File: src/rtl/wb_queue.sv
// wb_queue: in-order write-back queue between two producers and a
// two-port register file.
//
// Requests are stored in a circular buffer and drained oldest-first through
// two regfile write ports. Issue-stage source addresses can be checked
// against the pending writes so that dependent instructions can stall.
//
// Handshake: a producer request is taken on a rising clock edge when its
// valid is high and enq_ready is high. enq_ready depends only on the
// registered entry count, never on this cycle's valids. A valid request whose
// byte enables are all zero, or whose address is the zero register, is
// dropped silently. The regfile side has no back-pressure: whatever the wb
// ports present in a cycle is written at the next edge.
module wb_queue #(
  parameter int DEPTH = 8,
  parameter int AW    = 6
) (
  input  logic                     clk,
  input  logic                     resetn,
  input  logic                     enq0_valid,
  input  logic [AW-1:0]            enq0_waddr,
  input  logic [3:0]               enq0_we,
  input  logic [31:0]              enq0_wdata,
  input  logic                     enq1_valid,
  input  logic [AW-1:0]            enq1_waddr,
  input  logic [3:0]               enq1_we,
  input  logic [31:0]              enq1_wdata,
  output logic                     enq_ready,
  output logic [3:0]               wb1_we,
  output logic [AW-1:0]            wb1_waddr,
  output logic [31:0]              wb1_wdata,
  output logic [3:0]               wb2_we,
  output logic [AW-1:0]            wb2_waddr,
  output logic [31:0]              wb2_wdata,
  input  logic [4*AW-1:0]          chk_addr,
  output logic [3:0]               chk_busy,
  output logic [$clog2(DEPTH):0]   count
);

  localparam int PW = $clog2(DEPTH);
  localparam int CW = PW + 1;

  // Queue control state. Entry validity is derived from head and count only.
  logic [PW-1:0] r_head;
  logic [PW-1:0] r_tail;
  logic [CW-1:0] r_count;

  // Entry storage, not reset.
  logic [AW-1:0] r_waddr [DEPTH];
  logic [3:0]    r_we    [DEPTH];
  logic [31:0]   r_wdata [DEPTH];

  logic          w_acc0;
  logic          w_acc1;
  logic [CW-1:0] w_num_acc;
  logic [PW-1:0] w_slot1;
  logic [PW-1:0] w_head1;
  logic          w_wb1_v;
  logic          w_wb2_v;
  logic [CW-1:0] w_num_drn;
  logic [DEPTH-1:0] w_slot_valid;
  logic [3:0]    w_busy;

  // Room for two requests is judged from the registered count, so the two
  // producers never see a combinational path through each other's valid.
  assign enq_ready = (r_count <= CW'(DEPTH - 2));

  // A request is stored only if it would actually change the register file.
  assign w_acc0 = enq0_valid && enq_ready && (enq0_we != 4'd0) && (enq0_waddr != '0);
  assign w_acc1 = enq1_valid && enq_ready && (enq1_we != 4'd0) && (enq1_waddr != '0);

  assign w_num_acc = CW'(w_acc0) + CW'(w_acc1);

  // enq1 lands directly behind enq0, or at tail when enq0 was not taken.
  assign w_slot1 = r_tail + PW'(w_acc0);

  // Second-oldest slot; wraps naturally because DEPTH is a power of two.
  assign w_head1 = r_head + PW'(1);

  // Port 1 carries the oldest entry whenever the queue is non-empty.
  assign w_wb1_v = (r_count != '0);

  // Port 2 may only retire the next entry if it targets a different
  // register; two partial writes to one register must land in order.
  assign w_wb2_v = (r_count >= CW'(2)) && (r_waddr[w_head1] != r_waddr[r_head]);

  assign w_num_drn = CW'(w_wb1_v) + CW'(w_wb2_v);

  // Regfile write ports, driven straight from stored entries and forced to
  // zero when they carry nothing.
  assign wb1_we    = w_wb1_v ? r_we[r_head]    : 4'd0;
  assign wb1_waddr = w_wb1_v ? r_waddr[r_head] : '0;
  assign wb1_wdata = w_wb1_v ? r_wdata[r_head] : 32'd0;
  assign wb2_we    = w_wb2_v ? r_we[w_head1]    : 4'd0;
  assign wb2_waddr = w_wb2_v ? r_waddr[w_head1] : '0;
  assign wb2_wdata = w_wb2_v ? r_wdata[w_head1] : 32'd0;

  assign count = r_count;

  // A slot holds a live entry when its distance from head is below count.
  for (genvar j = 0; j < DEPTH; j++) begin : g_slot
    logic [PW-1:0] w_off;
    assign w_off           = PW'(j) - r_head;
    assign w_slot_valid[j] = ({1'b0, w_off} < r_count);
  end

  // Hazard lookup: any live entry, including one retiring this cycle, that
  // writes the queried register marks it busy. The zero register is never busy.
  always_comb begin
    w_busy = 4'd0;
    for (int i = 0; i < 4; i++) begin
      for (int k = 0; k < DEPTH; k++) begin
        if (w_slot_valid[k] && (chk_addr[i*AW +: AW] != '0) &&
            (r_waddr[k] == chk_addr[i*AW +: AW])) begin
          w_busy[i] = 1'b1;
        end
      end
    end
  end

  assign chk_busy = w_busy;

  // Pointer and count update: enqueue and drain may happen in the same cycle.
  always_ff @(posedge clk or negedge resetn) begin
    if (!resetn) begin
      r_head  <= '0;
      r_tail  <= '0;
      r_count <= '0;
    end else begin
      r_head  <= r_head + PW'(w_num_drn);
      r_tail  <= r_tail + PW'(w_num_acc);
      r_count <= r_count + w_num_acc - w_num_drn;
    end
  end

  // Entry writes: enq0 at tail, enq1 in the following free slot.
  always_ff @(posedge clk) begin
    if (w_acc0) begin
      r_waddr[r_tail] <= enq0_waddr;
      r_we[r_tail]    <= enq0_we;
      r_wdata[r_tail] <= enq0_wdata;
    end
    if (w_acc1) begin
      r_waddr[w_slot1] <= enq1_waddr;
      r_we[w_slot1]    <= enq1_we;
      r_wdata[w_slot1] <= enq1_wdata;
    end
  end

endmodule

File: config.mk
export PLATFORM = sky130hd
export DESIGN_NAME = wb_queue
export DESIGN_NICKNAME = d
export VERILOG_FILES = /design/src/rtl/wb_queue.sv
export SDC_FILE = /design/constraint.sdc
export NUM_CORES = 1
export LEC_CHECK = 0
export ABC_AREA = 1
export CELL_PAD_IN_SITES_DETAIL_PLACEMENT = 1
export CELL_PAD_IN_SITES_GLOBAL_PLACEMENT = 1
export CORE_MARGIN = 3
export CORE_UTILIZATION = 44
export CTS_CLUSTER_SIZE = 16
export DETAILED_ROUTE_END_ITERATION = 8
export PLACE_DENSITY = 0.83
export SYNTH_ARGS = -nofsm -noshare
export SYNTH_HDL_FRONTEND = slang
export SYNTH_SLANG_ARGS = --single-unit
File: constraint.sdc
create_clock -name clk -period 5.8 [get_ports clk]
set_input_delay 1.16 -clock clk [delete_from_list [all_inputs] [get_ports clk]]
set_output_delay 1.16 -clock clk [all_outputs]
set_load 0.05 [all_outputs]
==> impl_metrics.csv <==
group,metric,value,unit
synth,synth_commonest_cells,"nand2_1, o21ai_0, edfxtp_1",
cells_and_area,fin_nets,3266,
synth,synth_top_area_cell,"edfxtp_1",
critical_path,end_kind,"output port",
synth,yosys_warnings,0,
cts,cts-htree-levels,2,
critical_path,reg2reg_slack,0.95,ns
synth,synthCells,3091,
synth,synth.most_common_cell,"nand2_1",
critical_path,critPathLaunchType,"flip-flop",
sta,fin_worst_skew,0.0318,ns
synth,synthXorXnorAreaFrac,2.33,%
placement,gp_congestion,1.02,
synth,synth_top_family_by_area,"compound AO/OA/AOI/OAI gates",
die,start_util,44.7,%
synth,yosys.area_share.adder,1.72,%
synth,syn-cell-area,23600,sq um
synth,netlist_top_cells_area,"edfxtp_1, nand2_1, o21ai_0",
die,dieHeight,238,um
die,core-area,52800,sq um
synth,synthArstFlopShare,2.89,%
synth,ys.flop_type,"edfxtp_1",
grt,track_usage,36.6,%
sta,hold_viol_final,0,
sta,worst_pin_slew,1.38,ns
sta,finalCriticalPeriod,5.45,ns
critical_path,path_class,"reg -> out",
placement,dp_hpwl,70100,um
cts,clk_pin_slew,0.06,ns
sta,setup_viol,0,
routing,vias,24500,
critical_path,path_max_fanout,30,
synth,synth_seq_cells,346,
cts,postCtsSetupBuffers,0,
die,fp-row-count,84,
sta,post-route-period-util,94.0,%
synth,synth_mux_area_share,0,%
synth,yosysSeqAreaShare,43.8,%
cts,clock_latency,0.60,ns
die,die_x,238,um
routing,drc_errors,0,
routing,wl,106000,um
grt,antenna_found_initial,2,
grt,grt_pass1_wl,157000,um
grt,grt_pass1_vias,25300,
worst_hold_path,hold_class,"reg -> reg",
critical_path,cp.arrival,4.29,ns
routing,drt_pass1_iterations,5,
die,top_level_ports,205,
sta,maxSlewViolCount,0,
sta,grt_setup_unrepaired,"false",
cells_and_area,layout-drive-gt1-share,5.90,%
grt,grt_start_max_net_pins,228,
synth,synthSimpleGateAreaFrac,19.4,%
cells_and_area,syn2layout_area_growth,18.2,%
job,maxCapViolCount,0,
cts,postCtsHoldBufs,0,
routing,drtIter0Drc,2473,
sta,max_freq,183,MHz
sta,relSlewSlack,7.89,%
cells_and_area,fillers,6352,
synth,synth-compound-area-share,23.9,%
status,outcome,"finished, final reports clean",
cts,root_buffer,"clkbuf_16",
die,fp.dieArea,56400,sq um
cts,cts.sinks,346,
cts,cts_tree,"yes",
cts,cts.path.max_buffers,3,
routing,drt.antenna.violating_nets,0,
placement,port_buffers,204,
cts,cts_resized,0,
synth,synth_nets,3233,
sta,fin_setup_tns,0,ns
synth,synth-edff-count,336,
routing,wl_per_cell,27.5,um
critical_path,worstPathRequired,4.64,ns
cells_and_area,finish.utilization,52.9,%
synth,avgSynthCellArea,7.63,sq um
routing,drt-vias-per-instance,6.37,
grt,grt.overflow.total,0,
cts,cts_buffers,40,
synth,yosysUniqueCellTypes,38,
synth,synth_top_area_share,42.8,%
-- registers in the layout, indices dropped and copies added, names as in the netlist --
signal and cells:
r_head 3, r_wdata 256, r_waddr 48, r_tail 3, count 4, r_we 32
-- layout by cell type (no fill, tap or decap), types with 33 or more instances in the layout --
| cell type | netlist | routed |
|---|---|---|
| o21ai_0 | 534 | 526 |
| nand2_1 | 810 | 802 |
| o211ai_1 | 45 | 45 |
| o22ai_1 | 42 | 42 |
| nor2_1 | 168 | 164 |
| a221oi_1 | 33 | 33 |
| buf_12 | 0 | 55 |
| a21oi_1 | 192 | 192 |
| o21a_1 | 68 | 68 |
| clkdlybuf4s50_1 | 0 | 158 |
| a31oi_1 | 33 | 33 |
| clkbuf_16 | 0 | 40 |
| buf_4 | 6 | 46 |
| inv_1 | 243 | 242 |
| nand3_1 | 88 | 88 |
| xor2_1 | 46 | 46 |
| nand4_1 | 44 | 44 |
| edfxtp_1 | 336 | 336 |
| a41oi_1 | 36 | 36 |
-- cell families (layout without fill, tap and decap cells) --
group | after synthesis | after routing
AO/OA/AOI/OAI | 992 | 992
XOR/XNOR | 61 | 61
adder cells (fa/ha/maj) | 30 | 30
buffers and inverters | 515 | 579
flip-flops | 346 | 346
other | 0 | 2
AND/OR/NAND/NOR | 1147 | 1147
-- critical path, cell delays in order, from the launching register on --
cell,delay (ns)
dfrtp_1,0.75
inv_1,0.22
nor2_4,0.47
buf_4,0.57
o211ai_1,0.18
a41oi_1,0.57
clkdlybuf4s50_1,0.93
-- through the flow --
stage / hold slack, ns / std cells / instance area (sq um) / worst slack, ns
after floorplan: 0.522 / 3091 / 23600 / -0.339
after CTS: 0.595 / 3843 / 27900 / 0.440
after global routing: 0.640 / 3844 / 27900 / 0.270
final: 0.597 / 3845 / 27900 / 0.347
after global placement: 0.557 / 3770 / 26500 / 1.02
after detailed placement: 0.582 / 3770 / 26500 / 0.792
-- worst paths after layout --
path,from,to,cells past startpoint
max,r_head[2],wb1_we[1],6
min,r_tail[2],r_tail[2],1
max reg2reg,count[3],r_wdata[6][18],15
min reg2reg,r_tail[2],r_tail[2],1
max in group asynchronous,resetn,r_head[0],1
min in group asynchronous,resetn,r_tail[2],1
-- per-layer routing --
layer  global-route usage (%)  up-vias  wire, um
met2                     62.1     1219     51100
met4                     17.6        2      5100
met5                        0        -        13
met3                     6.01      309      8160
met1                     45.7    12200     41200
li1                         -    10700         -
-- final cells by class --
cell class / instances / area (sq um) / share of cell area [%]
multi-input cells: 2230 / 11300 / 40.7
flip-flops and latches: 346 / 10300 / 37.1
well taps: 688 / 861 / 3.09
clock buffers: 48 / 1030 / 3.70
repair buffers: 259 / 3030 / 10.9
diodes: 2 / 5.00 / 0.0179
inverters: 247 / 936 / 3.36
clock inverters: 25 / 344 / 1.23
Power is not shown: default switching activity piles up to over one toggle a cycle in this logic, so the estimate is an artifact.
